==> config.mk <==
export PLATFORM = sky130hd
export DESIGN_NAME = fifo_serial_reader
export DESIGN_NICKNAME = d
export VERILOG_FILES = /design/src/rtl/fifo_serial_reader_pkg.sv /design/src/rtl/fifo_serial_reader_bit_tick_counter.sv /design/src/rtl/fifo_serial_reader.sv
export SDC_FILE = /design/constraint.sdc
export NUM_CORES = 1
export LEC_CHECK = 0
export BUFFER_PORTS_ARGS = -buffer_cell sky130_fd_sc_hd__buf_2
export CORE_AREA = 8 8 45 47
export DETAILED_ROUTE_END_ITERATION = 7
export DIE_AREA = 0 0 53 55
export GPL_TIMING_DRIVEN = 0
export SLEW_MARGIN = 5
export SYNTH_ARGS = -nofsm -noshare
export SYNTH_HDL_FRONTEND = slang
export SYNTH_SLANG_ARGS = --single-unit
==> constraint.sdc <==
create_clock -name CLOCK -period 3.02 [get_ports CLOCK]
set_clock_uncertainty 0.05 [all_clocks]
set_input_delay 0.151 -clock CLOCK [delete_from_list [all_inputs] [get_ports CLOCK]]
set_output_delay 0.151 -clock CLOCK [all_outputs]
set_load 0.1 [all_outputs]
==> src/rtl/fifo_serial_reader_pkg.sv <==
// Shared definitions for the FIFO serial reader: FSM state encoding and
// frame timing helpers.
package fifo_serial_reader_pkg;

  typedef enum logic [2:0] {
    ST_IDLE  = 3'd0,
    ST_FETCH = 3'd1,
    ST_START = 3'd2,
    ST_DATA  = 3'd3,
    ST_STOP  = 3'd4
  } state_t;

  // Counter width for a count of 'count' states, never narrower than one bit.
  function automatic int unsigned cnt_width(input int unsigned count);
    return (count > 32'd1) ? $clog2(count) : 32'd1;
  endfunction

  // Cycles from the IDLE pop cycle through the last stop-bit cycle.
  function automatic int unsigned frame_cycles(input int unsigned data_width,
                                               input int unsigned bit_cycles);
    return 32'd2 + (data_width + 32'd2) * bit_cycles;
  endfunction

endpackage

==> src/rtl/fifo_serial_reader_bit_tick_counter.sv <==
// Bit-period timer: counts 0..BIT_CYCLES-1 and flags the last cycle of each
// serial bit so the reader knows when to advance.
module bit_tick_counter
  import fifo_serial_reader_pkg::*;
#(
  parameter int BIT_CYCLES = 4
) (
  input  logic CLOCK,
  input  logic RESET,
  input  logic CLEAR,
  output logic TICK
);

  localparam int CW = int'(cnt_width(BIT_CYCLES));
  localparam logic [CW-1:0] LAST_COUNT = CW'(BIT_CYCLES - 1);

  logic [CW-1:0] count_r;

  // Bit timer: held at zero while cleared, wraps after the last bit cycle
  always_ff @(posedge CLOCK) begin
    if (RESET) begin
      count_r <= {CW{1'b0}};
    end else if (CLEAR || TICK) begin
      count_r <= {CW{1'b0}};
    end else begin
      count_r <= count_r + CW'(1'b1);
    end
  end

  assign TICK = (count_r == LAST_COUNT);

endmodule

==> src/rtl/fifo_serial_reader.sv <==
// Drains the FIFO one word at a time and sends each word as a framed serial
// character: start bit, data LSB first, stop bit.
module fifo_serial_reader
  import fifo_serial_reader_pkg::*;
#(
  parameter int DATA_WIDTH = 4,
  parameter int BIT_CYCLES = 4
) (
  input  logic                  CLOCK,
  input  logic                  RESET,
  input  logic                  ENABLE,
  input  logic                  FIFO_EMPTY,
  input  logic [DATA_WIDTH-1:0] FIFO_RD_DATA,
  output logic                  FIFO_RD_EN,
  output logic                  TX_LINE,
  output logic                  BUSY,
  output logic                  FRAME_DONE
);

  localparam int IW = int'(cnt_width(DATA_WIDTH));
  localparam logic [IW-1:0] LAST_BIT = IW'(DATA_WIDTH - 1);

  state_t                state_r;
  state_t                state_s;
  logic [DATA_WIDTH-1:0] shift_r;
  logic [IW-1:0]         bit_idx_r;
  logic                  tick_s;
  logic                  clear_s;

  // The bit timer only runs in the timed states, so START always sees a full period
  assign clear_s = (state_r == ST_IDLE) || (state_r == ST_FETCH);

  bit_tick_counter #(
    .BIT_CYCLES(BIT_CYCLES)
  ) u_bit_tick_counter (
    .CLOCK(CLOCK),
    .RESET(RESET),
    .CLEAR(clear_s),
    .TICK (tick_s)
  );

  // State register
  always_ff @(posedge CLOCK) begin
    if (RESET) begin
      state_r <= ST_IDLE;
    end else begin
      state_r <= state_s;
    end
  end

  // Shift register and bit index; the popped word lands at the end of FETCH
  always_ff @(posedge CLOCK) begin
    if (RESET) begin
      shift_r   <= {DATA_WIDTH{1'b0}};
      bit_idx_r <= {IW{1'b0}};
    end else if (state_r == ST_FETCH) begin
      shift_r   <= FIFO_RD_DATA;
      bit_idx_r <= {IW{1'b0}};
    end else if ((state_r == ST_DATA) && tick_s) begin
      shift_r   <= {1'b0, shift_r[DATA_WIDTH-1:1]};
      bit_idx_r <= (bit_idx_r == LAST_BIT) ? {IW{1'b0}} : (bit_idx_r + IW'(1'b1));
    end else begin
      shift_r   <= shift_r;
      bit_idx_r <= bit_idx_r;
    end
  end

  // Next-state and output decode; only FIFO_RD_EN looks at inputs
  always_comb begin
    state_s    = state_r;
    FIFO_RD_EN = 1'b0;
    TX_LINE    = 1'b1;
    BUSY       = 1'b1;
    FRAME_DONE = 1'b0;
    case (state_r)
      ST_IDLE: begin
        BUSY       = 1'b0;
        FIFO_RD_EN = ENABLE && !FIFO_EMPTY && !RESET;
        if (FIFO_RD_EN) begin
          state_s = ST_FETCH;
        end else begin
          state_s = ST_IDLE;
        end
      end
      ST_FETCH: begin
        state_s = ST_START;
      end
      ST_START: begin
        TX_LINE = 1'b0;
        if (tick_s) begin
          state_s = ST_DATA;
        end else begin
          state_s = ST_START;
        end
      end
      ST_DATA: begin
        TX_LINE = shift_r[0];
        if (tick_s && (bit_idx_r == LAST_BIT)) begin
          state_s = ST_STOP;
        end else begin
          state_s = ST_DATA;
        end
      end
      ST_STOP: begin
        FRAME_DONE = tick_s;
        if (tick_s) begin
          state_s = ST_IDLE;
        end else begin
          state_s = ST_STOP;
        end
      end
      default: begin
        state_s = ST_IDLE;
        BUSY    = 1'b0;
      end
    endcase
  end

endmodule

### After elaboration in Yosys (flattened, before gate mapping)

Cells that the tools add are included.

* add/subtract/negate cells: 2
* $mul: 0
* divide/modulo/power cells: 0
* magnitude comparators: 0
* equal/unequal tests: 6
* shifts and indexed selects: 0
* mux-type cells: 12
* bitwise logic cells: 0
* reductions and logical operators: 13

Operators with widths (count)
* $pmux W3 S5: 1
* $mux W4: 2
* $eq A3 B2 Y1 const B: 2
* $mux W3: 2
* $mux W1: 5
* $add A2 B1 Y2 const B: 2
* $eq A2 B2 Y1 const B: 2
* $logic_and A1 B1 Y1: 4
* $reduce_or A2 Y1: 2
* $reduce_or A4 Y1: 1
* $eq A3 B1 Y1 const B: 1
* $eq A3 B3 Y1 const B: 1
* $logic_not A3 Y1: 1
* $logic_not A1 Y1: 2
* $logic_or A1 B1 Y1: 2
* $mux W2: 1
* $pmux W1 S2: 1
* $reduce_bool A2 Y1: 1

* register bits: 11
* latch bits: 0
* bits in writable memories: 0
* memory bits (read-only): 0
* bits of input ports: 8
* output and inout port bits: 4
* logic and storage cells: 37
* memories kept: 0

### Logic depth before layout (Yosys ltp)

Gate-level depths: netlist of run 1.

* word-level depth: 5
* gate-level depth with buffers: 5
* depth with buffers taken out: 4

### Hierarchy

Synthesis of run 1 repeated with hierarchy kept, for this count alone.

* cell total of the unflattened synthesis: 54
* area, all modules: 536.8 µm²

Modules (own cells, without submodules)
* fifo_serial_reader: times used 1, cells each 49, area each 456.7 µm², seq. area each 180.2 µm²
* bit_tick_counter: times used 1, cells each 5, area each 80.1 µm², seq. area each 40.0 µm²

### Worst setup path before layout of run 1

OpenSTA, ideal clock, no wires.

* path kind: reg-to-output
* from: reg state_r[0]
* to: out FIFO_RD_EN
* arrival: 2839 ps
* slack: -20 ps
* stages on the path, launching flop included: 5
* buffers on the path: 1
* path through: dfxtp_1 -> clkbuf_2 -> nor2_1 -> nand3b_1 -> nor3_1

* longest elaborated chain between the ends: 2

Ends and longest elaborated chain
* from (decl): line fifo_serial_reader.sv:23 `state_t state_r;`
* from (signal assigned): line fifo_serial_reader.sv:47 `state_r <= state_s;`
* $logic_not A3 Y1: line fifo_serial_reader.sv:75 `case (state_r)`
* $mux W1: line fifo_serial_reader.sv:75
* to (decl): line fifo_serial_reader.sv:14 `output logic FIFO_RD_EN,`

Every way passes these cells.

### Worst setup path after layout of run 1

Same ends and word-level chain as after synthesis.

==> results of run 1 <==
[registers in the layout, indices dropped and copies added (netlist names)]
register,cells
bit_idx_r,2
shift_r,4
state_r,3
u_bit_tick_counter.count_r,2
[final cells by class]
type	count	area [um^2]
fillers	143	722
well taps	16	20.0
clock buffers	4	26.3
repair buffers	12	65.1
inverters	1	3.75
multi-input cells	45	308
flip-flops and latches	11	220
plain buffers	4	18.8
[worst max-delay path by stage]
| stage | start | to | slack [ns] |
|---|---|---|---|
| after floorplan | state_r[0]$_SDFF_PP0_ | BUSY | 0.67 |
| final | state_r[0]$_SDFF_PP0_ | FIFO_RD_EN | 1.04 |
| after detailed placement | state_r[0]$_SDFF_PP0_ | FIFO_RD_EN | 1.33 |
| after global routing | state_r[0]$_SDFF_PP0_ | FIFO_RD_EN | 0.90 |
| after global placement | state_r[0]$_SDFF_PP0_ | FIFO_RD_EN | 1.35 |
| after CTS | state_r[0]$_SDFF_PP0_ | FIFO_RD_EN | 1.03 |
[synthesized netlist by cell type (all sizes together)]
| cell | count | area share [%] |
|---|---|---|
| dfxtp | 11 | 40 |
| nor2 | 9 | 6.2 |
| a21oi | 4 | 3.7 |
| nand2 | 4 | 2.8 |
| nor4 | 4 | 4.6 |
| a211oi | 2 | 3.7 |
| and3 | 2 | 2.3 |
| buf | 2 | 1.8 |
| clkbuf | 2 | 1.6 |
| ha | 2 | 4.6 |
| nor3 | 2 | 1.8 |
| a2111oi | 1 | 1.6 |
| a21bo | 1 | 1.8 |
| a32oi | 1 | 1.6 |
| and2b | 1 | 1.4 |
| inv | 1 | 0.69 |
| mux2i | 1 | 1.8 |
| nand2b | 1 | 1.1 |
| nand3 | 1 | 0.92 |
| nand3b | 1 | 1.4 |
| nand4b | 1 | 4.4 |
| nor2b | 1 | 1.1 |
| nor3b | 1 | 1.4 |
| nor4b | 1 | 1.6 |
| o211ai | 1 | 1.4 |
| or3 | 1 | 1.1 |
| or3b | 1 | 1.6 |
| xnor2 | 1 | 1.6 |
[worst max-delay path: stages, from the launching register on]
cell,delay [ns]
sky130_fd_sc_hd__dfxtp_1,0.30
sky130_fd_sc_hd__clkbuf_2,0.17
sky130_fd_sc_hd__nor2_1,0.30
sky130_fd_sc_hd__nand3b_1,0.16
sky130_fd_sc_hd__nor3_2,0.11
sky130_fd_sc_hd__buf_2,0.44
[stage by stage]
step	area [um^2]	hold slack (ns)	power, mW	std cells
2_1_floorplan	551	0.180	0.192	61
3_3_place_gp	626	0.306	0.204	88
3_5_place_dp	626	0.305	0.204	88
4_1_cts	652	0.0207	0.305	92
5_1_grt	662	0.0694	0.328	93
6_report	662	0.0717	0.306	93
[per-layer routing]
| layer | vias up | share of wire (%) |
|---|---|---|
| li1 | 252 | - |
| met1 | 211 | 46 |
| met2 | 10 | 46 |
| met3 | 5 | 4.8 |
| met4 | 0 | 2.9 |
| met5 | - | 0 |
[logic make-up (layout without fill, tap and decap cells)]
| family | Yosys count | count (layout) |
|---|---|---|
| and+or+nand+nor | 31 | 31 |
| DFF | 11 | 11 |
| AOI/OAI and AO/OA | 10 | 10 |
| buffers and inverters | 5 | 21 |
| adders and majority gates | 2 | 2 |
| xor gates and xnor gates | 1 | 1 |
| muxes | 1 | 1 |
[what timing repair did]
| item | in CTS | in global routing |
|---|---|---|
| resized for setup | 0 | 0 |
| hold buffers | 0 | 1 |
| setup endpoints to repair | 0 | 0 |
| buffers inserted | 0 | 0 |
| endpoints found under the hold margin | 0 | 1 |
[power groups by stage]
stage,clock network (mW),registers (mW),logic (mW)
after global routing,0.123,0.154,0.0514
after global placement,0,0.156,0.0473
final,0.104,0.153,0.0483
after CTS,0.105,0.153,0.0478
after floorplan,0,0.156,0.0367
after detailed placement,0,0.156,0.0478
==> impl_summary.log, run 1 <==
INFO  metric cts.sink_count = 11
INFO  metric grt_start_max_net_pins = 11
INFO  metric largest_voltage_drop_on_the_vdd_net = 0.235 mV
INFO  metric first_global_vias = 413
INFO  metric global_route.peak_usage_layer = met2
INFO  metric max_slew_margin = 67.0%
INFO  metric reg2reg_slack = 1.55 ns
INFO  metric power_density = 462 nW/um^2
INFO  metric pwr-share-clk = 34.2%
INFO  metric design.die.area = 2920 um^2
INFO  metric synth.avg_cell_area = 8.94 um^2
INFO  metric final_core_utilization = 47.8%
INFO  metric core.rowCount = 14
INFO  metric wl = 1.16 mm
INFO  metric end_kind = output pin
INFO  metric path_clk_slew = 0.08 ns
INFO  metric cts-htree-levels = 1
INFO  metric worst_r2r_path_cells = 5
INFO  metric internal-power = 0.215 mW
INFO  metric mostFrequentLayoutCells = 13 x sky130_fd_sc_hd__buf_2, 11 x sky130_fd_sc_hd__dfxtp_1, 9 x sky130_fd_sc_hd__nor2_1
INFO  metric worstHoldPathCells = 3
INFO  metric layout.cells.most_common = sky130_fd_sc_hd__buf_2
INFO  metric synth_mux_area_share = 1.83%
INFO  metric net_count_after_synthesis = 71
INFO  metric rr_startpoint = u_bit_tick_counter.count_r[0]$_SDFF_PP0_
INFO  metric cap_viol_max_count = 0
INFO  metric dp.final_hpwl = 847 um
INFO  metric post_route_cells_drive_above_1_share = 28.6%
INFO  metric die_y = 55 um
INFO  metric clockBufferDepth = 2
INFO  metric yosys.area_share.adder = 4.59%
INFO  metric grt.overflow.total = 0
INFO  metric synth-seq-area-share = 40.4%
INFO  metric synth.ff_latch_count = 11
INFO  metric initial_utilization = 39.4%
INFO  metric cp_max_fo = 9
INFO  metric post-place-ws = 1.33 ns
INFO  metric globalRouteTotalUtil = 8.98%
INFO  metric met2_usage = 12.7%
INFO  metric p_comb_share = 15.8%
INFO  metric gpl.final_weighted_congestion = 0.708
INFO  metric mappedNetlistArea = 546 um^2
INFO  metric run_status = finished, final reports clean
INFO  metric drt-pass1-iter-count = 4
INFO  metric synthSimpleGateAreaFrac = 33.7%
INFO  metric via_per_inst = 5.14
INFO  metric share_of_total_power_in_sequential_cells = 50.0%
INFO  metric critical_path_class = reg -> out
INFO  metric critical_path.reg2reg.endpoint = bit_idx_r[0]$_SDFFE_PP0P_
INFO  metric die_x = 53 um
INFO  metric leakage = 0.322 nW
INFO  metric syn-instance-count = 61
INFO  metric max_slew.worst_pin.slew = 0.494 ns
INFO  metric antenna_found_initial = 0
INFO  metric start_kind = flip-flop
INFO  metric synth-compound-area-share = 13.8%
INFO  metric fmaxAchievable = 0.505 GHz
INFO  metric area_growth_syn_to_layout = 21.3%
INFO  metric endpoint_of_the_worst_hold_path = shift_r[3]$_SDFFE_PP0P_
INFO  metric cp.arrival = 1.78 ns
INFO  metric tns = 0 ns
INFO  metric place.port_buffers = 11
INFO  metric worst_ep_required_time = 2.82 ns
INFO  metric xor_xnor_portion_of_the_synthesized_cell_area = 1.61%
INFO  metric design.portCount = 12
INFO  metric first_pass_grt_wire_length = 1.90 mm
INFO  metric drtIter0Drc = 11
INFO  metric post-route-period-util = 65.5%
INFO  metric net-switching-power = 0.0910 mW
INFO  metric inserted_clock_buffers = 3
INFO  metric fin_worst_setup_slack = 1.04 ns
INFO  metric via_count = 478
INFO  metric min-delay-path-class = in -> reg
INFO  metric main_combinational_cell_family_by_area_after_synthesis = simple AND/OR/NAND/NOR gates
INFO  metric grtUsageMet1 = 10.7%
INFO  metric synthesis.yosys.warnings = 0
INFO  metric swShare = 29.8%
INFO  metric tritoncts = done
INFO  metric avgRoutedWirePerCell = 12.4 um
INFO  metric period_needed = 1.98 ns
INFO  metric setup-violations-final = 0
INFO  metric rsz0062_at_grt = false
INFO  metric worst_skew_pair_later_pin_latency = 0.28 ns
INFO  metric finish.net_count = 88
INFO  metric use_met3 = 3.74%
INFO  metric worst_hold_startpoint = FIFO_RD_DATA[3]
INFO  metric final_hold_viol_count = 0
INFO  metric core = 1380 um^2
INFO  metric netlist-cell-type-count = 30
INFO  metric insertedDiodeCount = 0
INFO  metric final_antenna_net_count = 0
INFO  metric timing.final.max_slew_violations = 0
INFO  metric clock_tree_root_buffer_cell = sky130_fd_sc_hd__clkbuf_4
INFO  metric remaining_design_rule_violation_count = 0
Note: power is estimated with default switching activity, not from simulation.
==> run 2, diff against run 1 <==
--- a/config.mk
+++ b/config.mk
@@ -5,11 +5,13 @@
 export SDC_FILE = /design/constraint.sdc
 export NUM_CORES = 1
 export LEC_CHECK = 0
+export ABC_AREA = 1
 export BUFFER_PORTS_ARGS = -buffer_cell sky130_fd_sc_hd__buf_2
 export CORE_AREA = 8 8 45 47
 export DETAILED_ROUTE_END_ITERATION = 7
 export DIE_AREA = 0 0 53 55
 export GPL_TIMING_DRIVEN = 0
+export PLACE_DENSITY = 0.68
 export SLEW_MARGIN = 5
 export SYNTH_ARGS = -nofsm -noshare
 export SYNTH_HDL_FRONTEND = slang
==> constraint.sdc (replaced) <==
create_clock -name CLOCK -period 1.98 [get_ports CLOCK]
set_clock_uncertainty 0.05 [all_clocks]
set_input_delay 0.099 -clock CLOCK [delete_from_list [all_inputs] [get_ports CLOCK]]
set_output_delay 0.099 -clock CLOCK [all_outputs]
set_load 0.1 [all_outputs]
==> impl_summary.log, run 2 <==
INFO  metric run_status = finished, final reports clean
INFO  metric wl = 1.18 mm
INFO  metric die_x = 53 um
INFO  metric drt-pass1-iter-count = 3
INFO  metric clockBufferDepth = 2
INFO  metric post-route-period-util = 85.9%
INFO  metric area_taken_by_multi_input_logic_gates = 348 um^2
INFO  metric global_route.peak_usage_layer = met2
INFO  metric avgRoutedWirePerCell = 10.5 um
INFO  metric largest_voltage_drop_on_the_vdd_net = 0.343 mV
INFO  metric cts_setup_buffers = 0
INFO  metric first_global_vias = 521
INFO  metric cp.arrival = 1.55 ns
INFO  metric grt_start_max_net_pins = 11
INFO  metric use_met3 = 5.08%
INFO  metric synth_largest_area_cell = sky130_fd_sc_hd__dfxtp_1
INFO  metric cp_max_fo = 10
INFO  metric setup-violations-final = 0
INFO  metric timing.critical_path.cells = dlygate4sd3_1 -> buf_6 -> nor2_1 -> nand2_1 -> nor3_4 -> buf_2
INFO  metric post_synth_top_area_share = 36.2%
INFO  metric core = 1380 um^2
INFO  metric top_regs = shift_r: 4 flops, state_r: 3 flops
INFO  metric regArea = 220 um^2
INFO  metric synth-seq-area-share = 36.2%
INFO  metric share_of_total_power_in_sequential_cells = 51.1%
INFO  metric clock_tree_root_buffer_cell = sky130_fd_sc_hd__clkbuf_4
INFO  metric max_slew.worst_pin.slew = 0.489 ns
INFO  metric netlist-cell-type-count = 22
INFO  metric worst_skew_pair_later_pin_latency = 0.27 ns
INFO  metric globalRouteTotalUtil = 9.50%
INFO  metric antenna_found_initial = 0
INFO  metric rsz0062_at_grt = false
INFO  metric insertedDiodeCount = 0
INFO  metric max_slew_margin = 67.6%
INFO  metric die_y = 55 um
INFO  metric cpMaxStageDelayCell = sky130_fd_sc_hd__dlygate4sd3_1
INFO  metric final_hold_viol_count = 0
INFO  metric layout.cells.most_common = sky130_fd_sc_hd__nand2_1
INFO  metric mappedNetlistArea = 608 um^2
INFO  metric critical_path_class = in -> out
INFO  metric design.portCount = 12
INFO  metric period_needed = 1.70 ns
INFO  metric min-delay-path-class = in -> reg
INFO  metric pwr-share-clk = 34.9%
INFO  metric design.die.area = 2920 um^2
INFO  metric top_cells_by_instance_count_after_synthesis = 18 x sky130_fd_sc_hd__nand2_1, 13 x sky130_fd_sc_hd__nor2_1, 11 x sky130_fd_sc_hd__dfxtp_1, 10 x sky130_fd_sc_hd__nand3_1, 5 x sky130_fd_sc_hd__inv_1
INFO  metric placed_cells_incl_taps = 108
INFO  metric finish.net_count = 108
INFO  metric initial_utilization = 43.9%
INFO  metric swShare = 27.8%
INFO  metric final_core_utilization = 52.3%
INFO  metric tns = 0 ns
INFO  metric internal-power = 0.321 mW
INFO  metric synth.ff_latch_count = 11
INFO  metric postLayoutCellArea = 723 um^2
INFO  metric first_pass_grt_wire_length = 2.06 mm
INFO  metric largest_register = shift_r
INFO  metric final_antenna_net_count = 0
INFO  metric drtIter0Drc = 8
INFO  metric timing.final.max_slew_violations = 0
INFO  metric cts-htree-levels = 1
INFO  metric via_per_inst = 4.77
INFO  metric core.rowCount = 14
INFO  metric ys_dominant_reg_cell = sky130_fd_sc_hd__dfxtp_1
INFO  metric path_clk_slew = 0.07 ns
INFO  metric tritoncts = done
INFO  metric synth.area.top_cells = sky130_fd_sc_hd__dfxtp_1 36%, sky130_fd_sc_hd__nand2_1 11%, sky130_fd_sc_hd__nand3_1 8.2%, sky130_fd_sc_hd__nor2_1 8.0%, sky130_fd_sc_hd__ha_1 4.1%
INFO  metric dp.final_hpwl = 922 um
INFO  metric area_growth_syn_to_layout = 18.9%
INFO  metric p_comb_share = 14.0%
INFO  metric cp.buffers_inverters = 3
INFO  metric fmaxAchievable = 0.588 GHz
INFO  metric finalNonFillerCells = 113
INFO  metric met2_usage = 17.0%
INFO  metric share_of_synthesized_flip_flops_with_an_asynchronous_set_or_reset = 0%
INFO  metric gpl.final_weighted_congestion = 0.727
INFO  metric remaining_design_rule_violation_count = 0
INFO  metric synthesis.yosys.warnings = 0
INFO  metric synth.avg_cell_area = 7.42 um^2
INFO  metric cap_viol_max_count = 0
INFO  metric synth-edff-count = 0
INFO  metric synth_most_common_cell = sky130_fd_sc_hd__nand2_1
INFO  metric inserted_clock_buffers = 3
INFO  metric grtUsageMet1 = 9.86%
INFO  metric mostFrequentLayoutCells = 18 x sky130_fd_sc_hd__nand2_1, 12 x sky130_fd_sc_hd__nor2_1, 11 x sky130_fd_sc_hd__dfxtp_1
INFO  metric start_kind = primary input
INFO  metric critical-path-top-delay-family = buffers and inverters
INFO  metric power_density = 614 nW/um^2
INFO  metric syn-instance-count = 82
INFO  metric post_route_cells_drive_above_1_share = 32.0%
INFO  metric leakage = 0.320 nW
INFO  metric net_count_after_synthesis = 92
INFO  metric placedInstanceArea = 687 um^2
INFO  metric timing.critical_path.slowest_cell_delay = 0.55 ns
INFO  metric worst_ep_required_time = 1.83 ns
INFO  metric cts.sink_count = 11
INFO  metric largest_register_ffs = 4
INFO  metric grt.overflow.total = 0
INFO  metric end_kind = output pin
INFO  metric place.port_buffers = 10
INFO  metric final_layout_fill_cell_count = 143
INFO  metric via_count = 539
INFO  metric net-switching-power = 0.124 mW
## run 2: cell count changes after synthesis, moves of 2 or more
| cell | before | now |
|---|---|---|
| sky130_fd_sc_hd__nand2_1 | 4 | 18 |
| sky130_fd_sc_hd__nand3_1 | 1 | 10 |
| sky130_fd_sc_hd__inv_1 | 1 | 5 |
| sky130_fd_sc_hd__nor2_1 | 9 | 13 |
| sky130_fd_sc_hd__nor2_2 | 0 | 4 |
| sky130_fd_sc_hd__nor4_1 | 4 | 0 |
| sky130_fd_sc_hd__inv_2 | 0 | 3 |
| sky130_fd_sc_hd__a21oi_1 | 4 | 2 |
| sky130_fd_sc_hd__and3_1 | 2 | 0 |
| sky130_fd_sc_hd__buf_2 | 2 | 0 |
| sky130_fd_sc_hd__nor2_4 | 0 | 2 |
| sky130_fd_sc_hd__nor3_1 | 2 | 0 |
## run 2: stage by stage
stage,hold slack (ns),total power [mW],setup WS [ns]
final,0.0441,0.444,0.279
after global routing,0.0475,0.465,0.192
after CTS,0.0356,0.450,0.262
after detailed placement,0.278,0.293,0.554
after global placement,0.275,0.292,0.560
after floorplan,0.196,0.280,0.216
## run 2: kinds of logic after synthesis
family	after synthesis	share of synthesized area, %
AOI/OAI and AO/OA	7	7.41
and+or+nand+nor	52	44.2
DFF	11	36.2
buffers and inverters	10	8.03
adders and majority gates	2	4.11
## run 2: final cells by class
| type | count | share of cell area, % |
|---|---|---|
| inverter | 8 | 4.15 |
| tap | 16 | 2.77 |
| sequential | 11 | 30.4 |
| timing repair buffer | 11 | 8.30 |
| multi-input combinational | 61 | 48.1 |
| buffer | 2 | 2.60 |
| clock buffer | 4 | 3.63 |
## run 2: worst paths after layout
check	start	endpoint	slack [ns]	cells past startpoint
setup reg to reg	u_bit_tick_counter.count_r[0]$_SDFF_PP0_	shift_r[2]$_SDFFE_PP0P_	0.71	6
setup / recovery	RESET	FIFO_RD_EN	0.28	6
hold / removal	FIFO_RD_DATA[3]	shift_r[3]$_SDFFE_PP0P_	0.04	3
hold reg to reg	u_bit_tick_counter.count_r[0]$_SDFF_PP0_	u_bit_tick_counter.count_r[0]$_SDFF_PP0_	0.37	1
## run 2: worst min-delay path: stages
cell and delay (ns):
sky130_fd_sc_hd__buf_2 0.09, sky130_fd_sc_hd__nand2_1 0.06, sky130_fd_sc_hd__a21oi_1 0.06
## run 2: layer usage
metal / share of wire, % / wire [um] / vias to the layer above
met3: 6.1 / 72 / 0
met5: 0 / 0 / -
met2: 49 / 583 / 9
met1: 45 / 527 / 235
met4: 0 / 0 / 0
li1: - / - / 295
## run 2: power by group through the flow
stage / logic [mW] / clock network [mW] / registers (mW)
CTS: 0.0628 / 0.160 / 0.227
floorplan: 0.0484 / 0 / 0.232
global route: 0.0670 / 0.171 / 0.227
finish: 0.0622 / 0.155 / 0.227
detailed placement: 0.0611 / 0 / 0.232
global placement: 0.0603 / 0 / 0.232
## run 2: timing repair
item	in CTS	in global routing
hold endpoints to repair	2	0
resized for setup	0	0
hold buffers	1	0
==> run 3, diff against run 2 <==
--- a/config.mk
+++ b/config.mk
@@ -7,11 +7,14 @@
 export LEC_CHECK = 0
 export ABC_AREA = 1
 export BUFFER_PORTS_ARGS = -buffer_cell sky130_fd_sc_hd__buf_2
-export CORE_AREA = 8 8 45 47
+export CELL_PAD_IN_SITES_DETAIL_PLACEMENT = 0
+export CELL_PAD_IN_SITES_GLOBAL_PLACEMENT = 2
+export CORE_ASPECT_RATIO = 1.25
+export CORE_MARGIN = 8
+export CORE_UTILIZATION = 28
 export DETAILED_ROUTE_END_ITERATION = 7
-export DIE_AREA = 0 0 53 55
-export GPL_TIMING_DRIVEN = 0
-export PLACE_DENSITY = 0.68
+export GPL_TIMING_DRIVEN = 1
+export PLACE_DENSITY_LB_ADDON = 0.1
 export SLEW_MARGIN = 5
 export SYNTH_ARGS = -nofsm -noshare
 export SYNTH_HDL_FRONTEND = slang
==> impl_summary.log, run 3 (synthesized netlist as in run 2, its figures left out) <==
INFO  metric run_status = finished, final reports clean
INFO  metric drtIter0Drc = 9
INFO  metric path_clk_slew = 0.07 ns
INFO  metric worst_skew_pair_later_pin_latency = 0.27 ns
INFO  metric finish.net_count = 106
INFO  metric fmaxAchievable = 0.570 GHz
INFO  metric post_cts.resized_instances = 0
INFO  metric finalNonFillerCells = 116
INFO  metric critical_path_class = reg -> out
INFO  metric cpMaxStageDelayCell = sky130_fd_sc_hd__dfxtp_1
INFO  metric design.portCount = 12
INFO  metric net-switching-power = 0.126 mW
INFO  metric first_global_vias = 518
INFO  metric gpl.final_weighted_congestion = 0.706
INFO  metric first_pass_grt_wire_length = 2.16 mm
INFO  metric design.die.area = 3930 um^2
INFO  metric core.rowCount = 19
INFO  metric timing.critical_path.slowest_cell_delay = 0.61 ns
INFO  metric postLayoutCellArea = 706 um^2
INFO  metric via_count = 554
INFO  metric p_comb_share = 12.7%
INFO  metric worstHoldPathCells = 3
INFO  metric pwr-share-clk = 35.6%
INFO  metric placed_cells_incl_taps = 112
INFO  metric timing.critical_path.cells = nand3_1 -> nand4_1 -> buf_2
INFO  metric drt-pass1-iter-count = 3
INFO  metric post-route-period-util = 88.6%
INFO  metric placedInstanceArea = 679 um^2
INFO  metric cap_viol_max_count = 0
INFO  metric clockBufferDepth = 2
INFO  metric fin_worst_setup_slack = 0.225 ns
INFO  metric max_slew.worst_pin.slew = 0.492 ns
INFO  metric period_needed = 1.76 ns
INFO  metric top_regs = shift_r: 4 flops, state_r: 3 flops
INFO  metric min-delay-path-class = in -> reg
INFO  metric final_hold_viol_count = 0
INFO  metric remaining_design_rule_violation_count = 0
INFO  metric initial_utilization = 28.4%
INFO  metric power_density = 628 nW/um^2
INFO  metric dp.final_hpwl = 1.05 mm
INFO  metric clock_tree_root_buffer_cell = sky130_fd_sc_hd__clkbuf_4
INFO  metric timing.final.max_slew_violations = 0
INFO  metric leakage = 0.308 nW
INFO  metric cp.arrival = 1.61 ns
INFO  metric wl = 1.26 mm
INFO  metric post_route_cells_drive_above_1_share = 31.6%
INFO  metric setup-violations-final = 0
INFO  metric layout.cells.most_common = sky130_fd_sc_hd__nand2_1
INFO  metric tns = 0 ns
INFO  metric place.port_buffers = 11
INFO  metric worst_r2r_path_cells = 6
INFO  metric post-place-ws = 0.513 ns
INFO  metric core = 2140 um^2
INFO  metric antenna_found_initial = 0
INFO  metric cp_max_fo = 9
INFO  metric inserted_clock_buffers = 3
INFO  metric swShare = 28.4%
INFO  metric largest_register_ffs = 4
INFO  metric grt.overflow.total = 0
INFO  metric tritoncts = done
INFO  metric final_layout_fill_cell_count = 245
INFO  metric final_antenna_net_count = 0
INFO  metric mostFrequentLayoutCells = 18 x sky130_fd_sc_hd__nand2_1, 12 x sky130_fd_sc_hd__nor2_1, 11 x sky130_fd_sc_hd__dfxtp_1, 11 x sky130_fd_sc_hd__buf_2, 10 x sky130_fd_sc_hd__nand3_1
INFO  metric rsz0062_at_grt = false
INFO  metric die_x = 57.7 um
INFO  metric end_kind = output pin
INFO  metric area_growth_syn_to_layout = 16.0%
INFO  metric cts_hold_buf = 0
INFO  metric cts-htree-levels = 1
INFO  metric via_per_inst = 4.78
INFO  metric totalPowerFinal = 0.443 mW
INFO  metric start_kind = flip-flop
INFO  metric internal-power = 0.317 mW
INFO  metric cts.sink_count = 11
INFO  metric share_of_total_power_in_sequential_cells = 51.7%
INFO  metric avgRoutedWirePerCell = 10.9 um
INFO  metric largest_voltage_drop_on_the_vdd_net = 0.256 mV
INFO  metric insertedDiodeCount = 0
INFO  metric largest_register = shift_r
INFO  metric max_slew_margin = 67.5%
INFO  metric worst_ep_required_time = 1.83 ns
INFO  metric globalRouteTotalUtil = 7.15%
INFO  metric grt_start_max_net_pins = 11
INFO  metric cts_setup_buffers = 0
INFO  metric die_y = 68.1 um
[run 3: cell types whose count changed in the layout (fill, tap and decap cells not counted)]
cell,delta
sky130_fd_sc_hd__buf_6,-1
sky130_fd_sc_hd__dlygate4sd3_1,-1
sky130_fd_sc_hd__buf_2,+1
sky130_fd_sc_hd__buf_4,-1
[run 3: final timing paths]
kind	start	to	slack, ns
max	state_r[0]$_SDFF_PP0_	BUSY	0.22
min	FIFO_RD_DATA[3]	shift_r[3]$_SDFFE_PP0P_	0.04
max reg2reg	u_bit_tick_counter.count_r[0]$_SDFF_PP0_	shift_r[2]$_SDFFE_PP0P_	0.69
min reg2reg	u_bit_tick_counter.count_r[0]$_SDFF_PP0_	u_bit_tick_counter.count_r[0]$_SDFF_PP0_	0.37
[run 3: final cells by class]
cell class	instances	area, um^2	share of cell area [%]
multi-input combinational	61	348	49.3
sequential	11	220	31.2
timing repair buffer	11	55.1	7.80
inverter	8	30.0	4.26
clock buffer	4	26.3	3.72
tap	21	26.3	3.72
[run 3: power groups by stage]
stage / Combinational, mW / Sequential (mW) / Clock (mW)
5_1_grt: 0.0613 / 0.230 / 0.167
6_report: 0.0564 / 0.229 / 0.158
4_1_cts: 0.0574 / 0.229 / 0.162
3_5_place_dp: 0.0572 / 0.234 / 0
2_1_floorplan: 0.0484 / 0.232 / 0
3_3_place_gp: 0.0574 / 0.234 / 0
[run 3: worst max-delay path: cells and delay by family, from the launching register on]
family	cells	cell delay (ns)
DFF	1	0.61
and+or+nand+nor	2	0.30
buffers and inverters	1	0.43
[run 3: metal layers]
| layer | vias up | part of all wire, % | GRT usage, % |
|---|---|---|---|
| li1 | 294 | - | - |
| met5 | - | 0 | 0 |
| met2 | 8 | 47 | 12.0 |
| met1 | 247 | 43 | 7.32 |
| met4 | 0 | 3.3 | 5.52 |
| met3 | 5 | 5.8 | 2.44 |
[run 3: per-stage QoR]
step / utilization (%) / hold slack (ns)
finish: 33.0 / 0.0365
global route: 33.0 / 0.0448
CTS: 33.0 / 0.0415
detailed placement: 31.8 / 0.329
global placement: 31.8 / 0.325
floorplan: - / 0.196
